<file path="src/rtl/sin_phase_seq_pkg.sv">
// Purpose: shared synth constants, quadrant encoding and sample helpers for the sine voice.
// Latency: n/a (package, no logic).
// Backpressure: n/a.
// Build option: SIN_OFFSET_OUT_EN selects offset-binary samples (idle value 32)
// instead of two's complement (idle value 0).
package sin_phase_seq_pkg;

  localparam int NBIT_PHASE_IDX = 7;   // 128 phase points per period
  localparam int N_VAL_SIN      = 32;  // quarter-wave ROM depth
  localparam int QUAD_IDX_W     = 5;   // index within one quadrant
  localparam int ROM_ADDR_W     = 6;
  localparam int ROM_DATA_W     = 6;
  localparam int SAMPLE_W       = 7;

  // Quadrant = top two bits of the phase index.
  typedef enum logic [1:0] {
    QUAD_RISE_POS = 2'd0,  // 0..90 deg   : direct index
    QUAD_FALL_POS = 2'd1,  // 90..180 deg : mirrored index
    QUAD_FALL_NEG = 2'd2,  // 180..270 deg: direct index, negated
    QUAD_RISE_NEG = 2'd3   // 270..360 deg: mirrored index, negated
  } quad_e;

  typedef struct packed {
    logic [ROM_ADDR_W-1:0] addr;
    logic                  neg;
  } quad_map_t;

`ifdef SIN_OFFSET_OUT_EN
  localparam logic [SAMPLE_W-1:0] SAMPLE_IDLE = 7'd32;
`else
  localparam logic [SAMPLE_W-1:0] SAMPLE_IDLE = 7'd0;
`endif

  // Rebuild a full-wave sample from a quarter-wave magnitude. Magnitude is at
  // most 31, so negation cannot overflow 7 bits. Adding SAMPLE_IDLE turns the
  // two's complement value into offset-binary when that build option is set.
  function automatic logic [SAMPLE_W-1:0] build_sample(input logic                  neg,
                                                       input logic [ROM_DATA_W-1:0] mag);
    logic [SAMPLE_W-1:0] mag_ext;
    logic [SAMPLE_W-1:0] val;
    mag_ext = {1'b0, mag};
    val     = neg ? (-mag_ext) : mag_ext;
    return val + SAMPLE_IDLE;
  endfunction

endpackage

</file>
<file path="src/rtl/sin_quad_map.sv">
// Purpose: maps a 7-bit phase index to a quarter-wave ROM address plus negate flag.
// Latency: combinational, zero cycles.
// Backpressure: none (pure function of phase_idx).
// Ports: phase_idx in [6:0]; qmap out {addr[5:0], neg}, addr bit 5 always 0.
module sin_quad_map
  import sin_phase_seq_pkg::*;
(
  input  logic [NBIT_PHASE_IDX-1:0] phase_idx,
  output quad_map_t                 qmap
);

  quad_e                 quad;
  logic [QUAD_IDX_W-1:0] idx;
  logic [QUAD_IDX_W-1:0] idx_mirror;

  assign quad       = quad_e'(phase_idx[NBIT_PHASE_IDX-1 -: 2]);
  assign idx        = phase_idx[QUAD_IDX_W-1:0];
  assign idx_mirror = QUAD_IDX_W'(N_VAL_SIN - 1) - idx;

  always_comb begin
    qmap = '0;
    case (quad)
      QUAD_RISE_POS: begin qmap.addr = {1'b0, idx};        qmap.neg = 1'b0; end
      QUAD_FALL_POS: begin qmap.addr = {1'b0, idx_mirror}; qmap.neg = 1'b0; end
      QUAD_FALL_NEG: begin qmap.addr = {1'b0, idx};        qmap.neg = 1'b1; end
      QUAD_RISE_NEG: begin qmap.addr = {1'b0, idx_mirror}; qmap.neg = 1'b1; end
      default:       begin qmap.addr = '0;                 qmap.neg = 1'b0; end
    endcase
  end

endmodule

</file>
<file path="src/rtl/sin_phase_seq.sv">
// Purpose: phase-accumulator sequencer driving a quarter-wave sine ROM, rebuilds full-wave samples.
// Latency: 2 cycles from sample_tick edge to sample_valid; one sample per cycle sustained.
// Backpressure: none; en=0 synchronously flushes the pipeline and restarts from phase 0.
// Ports: clk, rstn (async active-low), en, sample_tick, freq_word[FW_W-1:0],
//        rom_en/rom_addr[5:0] -> ROM, rom_data[5:0] <- ROM (registered, +1 cycle),
//        sample_out[6:0] + sample_valid -> mixer.
// Build option: SIN_OFFSET_OUT_EN gives offset-binary sample_out (see package).
module sin_phase_seq
  import sin_phase_seq_pkg::*;
#(
  parameter int PACC_W = 16,
  parameter int FW_W   = 16
) (
  input  logic                  clk,
  input  logic                  rstn,
  input  logic                  en,
  input  logic                  sample_tick,
  input  logic [FW_W-1:0]       freq_word,
  output logic                  rom_en,
  output logic [ROM_ADDR_W-1:0] rom_addr,
  input  logic [ROM_DATA_W-1:0] rom_data,
  output logic [SAMPLE_W-1:0]   sample_out,
  output logic                  sample_valid
);

  logic [PACC_W-1:0]         acc;
  logic [NBIT_PHASE_IDX-1:0] phase_idx;
  quad_map_t                 qmap;

  // Sign and valid travel alongside the ROM's own register stage.
  logic stage1_neg, stage1_vld;
  logic stage2_neg, stage2_vld;

  assign rom_en    = en;
  assign phase_idx = acc[PACC_W-1 -: NBIT_PHASE_IDX];

  sin_quad_map u_quad_map (
    .phase_idx (phase_idx),
    .qmap      (qmap)
  );

  always_ff @(posedge clk or negedge rstn) begin
    if (!rstn) begin
      acc          <= '0;
      rom_addr     <= '0;
      stage1_neg   <= 1'b0;
      stage1_vld   <= 1'b0;
      stage2_neg   <= 1'b0;
      stage2_vld   <= 1'b0;
      sample_out   <= SAMPLE_IDLE;
      sample_valid <= 1'b0;
    end else if (!en) begin
      // Disable discards anything in flight and parks at phase 0.
      acc          <= '0;
      rom_addr     <= '0;
      stage1_neg   <= 1'b0;
      stage1_vld   <= 1'b0;
      stage2_neg   <= 1'b0;
      stage2_vld   <= 1'b0;
      sample_out   <= SAMPLE_IDLE;
      sample_valid <= 1'b0;
    end else begin
      stage1_vld <= sample_tick;
      if (sample_tick) begin
        // Address comes from the pre-increment phase.
        rom_addr   <= qmap.addr;
        stage1_neg <= qmap.neg;
        acc        <= acc + PACC_W'(freq_word);
      end
      stage2_neg   <= stage1_neg;
      stage2_vld   <= stage1_vld;
      sample_valid <= stage2_vld;
      if (stage2_vld) begin
        sample_out <= build_sample(stage2_neg, rom_data);
      end
    end
  end

endmodule

</file>
<file path="config.mk">
export PLATFORM = sky130hd
export DESIGN_NAME = sin_phase_seq
export DESIGN_NICKNAME = d
export VERILOG_FILES = /design/src/rtl/sin_phase_seq_pkg.sv /design/src/rtl/sin_quad_map.sv /design/src/rtl/sin_phase_seq.sv
export SDC_FILE = /design/constraint.sdc
export NUM_CORES = 1
export LEC_CHECK = 0
export ABC_AREA = 1
export CAP_MARGIN = 20
export CORE_AREA = 2 2 91 93
export DETAILED_ROUTE_END_ITERATION = 10
export DIE_AREA = 0 0 93 95
export PLACE_DENSITY = 0.52
export SLEW_MARGIN = 20
export SYNTH_ARGS = -nofsm -noshare
export SYNTH_HDL_FRONTEND = slang
export SYNTH_SLANG_ARGS = --single-unit
</file>
<file path="constraint.sdc">
create_clock -name clk -period 3.2 [get_ports clk]
set_input_delay 0.48 -clock clk [delete_from_list [all_inputs] [get_ports clk]]
set_output_delay 0.48 -clock clk [all_outputs]
set_load 0.01 [all_outputs]
</file>
==> results of run 1 <==
## where the power goes
part | internal (mW) | total [mW] | switching (mW)
registers | 0.452 | 0.481 | 0.0285
clock network | 0.151 | 0.311 | 0.160
logic | 0.159 | 0.377 | 0.218
total | 0.762 | 1.17 | 0.406
## per-stage QoR
step,instance area (um2),std cells
floorplan,2320,329
global placement,2810,468
detailed placement,2810,468
CTS,2900,476
global route,2900,476
finish,2900,476
## area by class of cell
type / instances / area share, %
timing repair buffer: 41 / 14.0
multi-input combinational: 233 / 42.8
clock inverter: 2 / 0.346
tap: 105 / 4.54
clock buffer: 6 / 2.51
sequential: 33 / 28.5
inverter: 56 / 7.26
## synth_stat cells, drive strengths merged
master / instances / area (um2)
nand3b: 3 / 22.5
o32ai: 1 / 8.76
conb: 1 / 3.75
nand3: 22 / 115
dfrtp: 33 / 826
o21ai: 15 / 75.1
nor2: 14 / 55.1
a32o: 5 / 50.1
a22o: 2 / 17.5
clkbuf: 2 / 7.51
nand2: 120 / 468
o22ai: 3 / 18.8
inv: 56 / 210
xor2: 1 / 8.76
fa: 1 / 20.0
ha: 16 / 200
and2: 1 / 6.26
or2: 8 / 50.1
a21oi: 14 / 73.8
nand4: 1 / 6.26
buf: 5 / 36.3
nor3: 5 / 40.0
## flip-flops by register name, indices dropped and copies added (netlist names)
| name | cells |
|---|---|
| acc | 16 |
| rom_addr | 5 |
| sample_out | 7 |
| sample_valid | 1 |
| stage1_neg | 1 |
| stage1_vld | 1 |
| stage2_neg | 1 |
| stage2_vld | 1 |
## metal layers
layer	part of all wire, %	up-vias	GRT usage (%)
met5	0	-	0
li1	-	1117	-
met1	47	967	17.2
met3	4.4	8	2.63
met4	1.9	0	5.15
met2	47	51	24.4
## placed cells by master, fill, tap and decap left out, types with 6 or more instances in the layout
master and count:
inv_1 51, nor2_1 13, a21oi_1 13, nand3_1 21
clkdlybuf4s50_1 39, o21ai_1 6, nand2_2 7, dfrtp_1 33
ha_1 16, nand2_1 113, or2_2 6, o21ai_0 9
## cell families (layout without fill, tap and decap cells)
| family | count (synthesis) | after routing | share of synthesized area (%) |
|---|---|---|---|
| buffers and inverters | 63 | 105 | 10.9 |
| xor gates and xnor gates | 1 | 1 | 0.378 |
| DFF | 33 | 33 | 35.6 |
| adders and majority gates | 17 | 17 | 9.49 |
| and+or+nand+nor | 174 | 174 | 32.9 |
| AOI/OAI and AO/OA | 40 | 40 | 10.5 |
| other | 1 | 1 | 0.162 |
## path summary, 6_finish.rpt
kind,end,slack [ns],cells past startpoint
worst max register to register,acc[15],1.42,9
worst max-delay path,rom_en,1.06,2
worst min register to register,stage2_vld,0.44,2
max in group asynchronous,sample_out[2],2.26,2
worst min-delay path,stage2_vld,0.44,2
min in group asynchronous,acc[5],0.61,2
==> metrics.txt, run 1 <==
status complete, no violations; Synth Warn # 0; fill count 860; diodes inserted 0; largest net degree at the start of global routing 34; htree depth 2; max-slew violations 0; sequence of cells on the critical path clkdlybuf4s50_1, clkdlybuf4s50_1; crit path capture type primary output; first-pass GRT wire length 9.67 mm; routed len/inst 11.7 um; Initial Utilization 29.3%; CP peak stage delay 0.60 ns; Detailed Route Iter0 Violations 86; num ports 41; Total Power 1.17 mW; via/cell ratio 4.50; worst r2r src acc[14]; CTS Hold Bufs 0; final setup TNS 0 ns; Clock Latency Late Sink 0.29 ns; Die Ht 95 um; total CTS buffers 5; worst hold start stage1_vld; Yosys reg bits 33; Setup crit start kind input port; Tcrit/Tclk final 66.9%; CP bufs+invs 2; post-synthesis sequential area ratio 35.6%; gpl congestion 0.848; Leak Pwr 1.53 nW; CTS Root Cell clkbuf_8; Crit-path slowest cell clkdlybuf4s50_1; Peak supply drop 134 uV; Max Cap Viol 0; cell area after synthesis 2320 um2; kind of critical path input port to primary output; Setup Buffers After CTS 0; cell seen most often among critical-path stages clkdlybuf4s50_1; FP Rows 33; Post-Synthesis Cells 329; Port Buf Inserts 39; final setup vio count 0; gr ovfl total 0; Required @ worst endpoint 2.72 ns; worst setup margin 1.06 ns; register area 826 um2; Crit Path Max Fanout 6; 1st-pass router iterations 4; total track usage 14.0%; Critical path origin en; drt drc 0; Final nets 413; CTS tree built; Synth Net Count 372; vias in the first global route 2,170; Final Skew 0.00602 ns; synth unique cells 32; pre-CTS WS 0.873 ns; DP Wirelength 4.15 mm; share of post-route cells with drive strength above 1 8.89%; Die W 93 um; delay-heaviest family, CP buffers and inverters; RSZ-0062 raised after global routing no; via count 2,143; Worst Hold Class flop to flop; ANT nets after route 0; FMAX 467 MHz; final hold violations 0; fin util 36.5%; DRT Wirelength 5.56 mm; Mean Syn Cell Area 7.05 um2; Layout area overhead 24.8%; Period minus WS final 2.14 ns; number of gates resized after cts 0; clock slew at reported path FFs 0.07 ns; Core ar. 7930 um2; worst hold slack 0.438 ns; full die area 8840 um2; PwrDens 404 nW/um2; arrival time at the worst endpoint 1.66 ns; footprint of the multi-input gates 1240 um2; Max Buffers Root-to-Sink 2; number of antenna violations at the first check in global routing 0; clock tree sinks 33
(Power assumes the default switching activity.)
==> run 2: changes to the inputs <==
==> constraint.sdc (replaced) <==
create_clock -name clk -period 2.2 [get_ports clk]
set_input_delay 0.33 -clock clk [delete_from_list [all_inputs] [get_ports clk]]
set_output_delay 0.33 -clock clk [all_outputs]
set_load 0.01 [all_outputs]
==> run 2 against run 1 <==
Critical path depth up 10. Sequential power is 44% higher. Largest cell class unchanged. Clock-buffer cell count did not move. Combinational power increased by 48%. Register-to-register slack got worse by 0.94 ns. Clock skew about the same. Power grew 46%. Cell count grew 0.21%. Worst setup slack worse by 0.73 ns. Design area grew 0.26%. Largest power group unchanged.
==> metrics.txt, run 2 (synthesized netlist as in run 1, its figures left out) <==
ANT nets after route 0; worst hold slack 0.440 ns; Setup Buffers After CTS 0; biggest regs acc x16, sample_out x7, rom_addr x5; Combinational Power Share 32.8%; cell seen most often among critical-path stages nand3_1; max reg flops 16; vias in the first global route 2,091; Initial Utilization 29.3%; crit path capture type flop; diodes inserted 0; CP peak stage delay 0.46 ns; CTS Hold Bufs 0; final setup vio count 0; Die W 93 um; Leak Pwr 1.53 nW; CTS Root Cell clkbuf_8; Detailed Route Iter0 Violations 85; Period minus WS final 1.87 ns; Required @ worst endpoint 2.38 ns; full die area 8840 um2; Port Buf Inserts 39; CTS tree built; largest net degree at the start of global routing 34; commonest non-fill, non-tap cell in the layout nand2_1; gpl congestion 0.867; Worst Hold Class flop to flop; Crit Path Max Fanout 4; num ports 41; DRT Wirelength 5.54 mm; area of placed instances 2820 um2; arrival time at the worst endpoint 2.05 ns; Max Buffers Root-to-Sink 2; Final Skew 0.00554 ns; P_sw 0.588 mW; clock network power share 26.4%; routed len/inst 11.6 um; Finished Cell Area 2900 um2; max-slew violations 0; Setup crit start kind input port; CP bufs+invs 3; share of post-route cells with drive strength above 1 9.14%; total CTS buffers 5; P_int 1.11 mW; Tcrit/Tclk final 84.9%; Clock Latency Late Sink 0.29 ns; Die Ht 95 um; gr ovfl total 0; kind of critical path input port to flop; 1st-pass router iterations 4; status complete, no violations; fill count 845; pre-CTS WS 0.0246 ns; sw frac 34.6%; final hold violations 0; FP Rows 33; Final nets 414; via count 2,127; drt drc 0; fin util 36.6%; clock slew at reported path FFs 0.07 ns; Core ar. 7930 um2; number of antenna violations at the first check in global routing 0; FMAX 536 MHz; sequence of cells on the critical path clkdlybuf4s50_1, ha_1, inv_1, fa_1, inv_1, nand3_1, nand3_1, nand3_1, nand3_1, nand2_1, nand3_1, nand2_1; clock tree sinks 33; Layout area overhead 25.1%; htree depth 2; commonest cells after routing, fill and taps aside 113 x nand2_1, 51 x inv_1, 39 x clkdlybuf4s50_1; Crit-path slowest cell clkdlybuf4s50_1; RSZ-0062 raised after global routing no; PwrDens 586 nW/um2; DP Wirelength 4.18 mm; total track usage 13.6%; register share of total power 40.8%; delay-heaviest family, CP buffers and inverters; first-pass GRT wire length 9.44 mm; via/cell ratio 4.46; Reg with most FFs acc; final setup TNS 0 ns; Max Cap Viol 0; number of gates resized after cts 0; Peak supply drop 204 uV; worst setup margin 0.333 ns
## run 2: cell types whose count changed in the layout (fill, tap and decap cells not counted), sizes merged
cell and change:
buf +1
## run 2: layer usage
metal	global-route usage, %	vias up	wire (um)
met2	23.9	49	2570
met4	4.04	0	86
met5	0	-	0
met1	16.9	948	2640
met3	2.79	9	241
li1	-	1121	-
## run 2: path summary, 6_finish.rpt
path	start	end	slack, ns	depth (start not counted)
max in group asynchronous	rstn	rom_addr[2]	1.41	2
worst min register to register	stage1_vld	stage2_vld	0.44	2
worst max register to register	acc[0]	acc[12]	0.48	11
worst min-delay path	stage1_vld	stage2_vld	0.44	2
min in group asynchronous	rstn	acc[0]	0.46	2
worst max-delay path	freq_word[0]	acc[12]	0.33	12
## run 2: stage by stage
stage / power [mW] / cells
after floorplan: 1.08 / 329
after global placement: 1.26 / 469
after detailed placement: 1.27 / 469
after CTS: 1.73 / 477
after global routing: 1.85 / 477
final: 1.70 / 477
## run 2: tightest hold or removal path: stages, from the launching register on
cell     delay (ns)
dfrtp_1        0.32
nand2_1        0.05
inv_1          0.04
## run 2: cell type report
type / count / area (um2) / share of cell area [%]
Clock buffer: 6 / 72.6 / 2.50
Clock inverter: 2 / 10.0 / 0.345
Inverter: 56 / 210 / 7.24
Multi-Input combinational cell: 233 / 1240 / 42.7
Sequential cell: 33 / 826 / 28.4
Tap cell: 105 / 131 / 4.53
Timing Repair Buffer: 42 / 413 / 14.2
## run 2: power groups by stage
stage          clock network (mW)  registers, mW  logic [mW]
4_1_cts                     0.477          0.694       0.565
2_1_floorplan                   0          0.704       0.375
5_1_grt                     0.512          0.700       0.643
3_3_place_gp                    0          0.704       0.554
3_5_place_dp                    0          0.706       0.562
6_report                    0.448          0.693       0.558
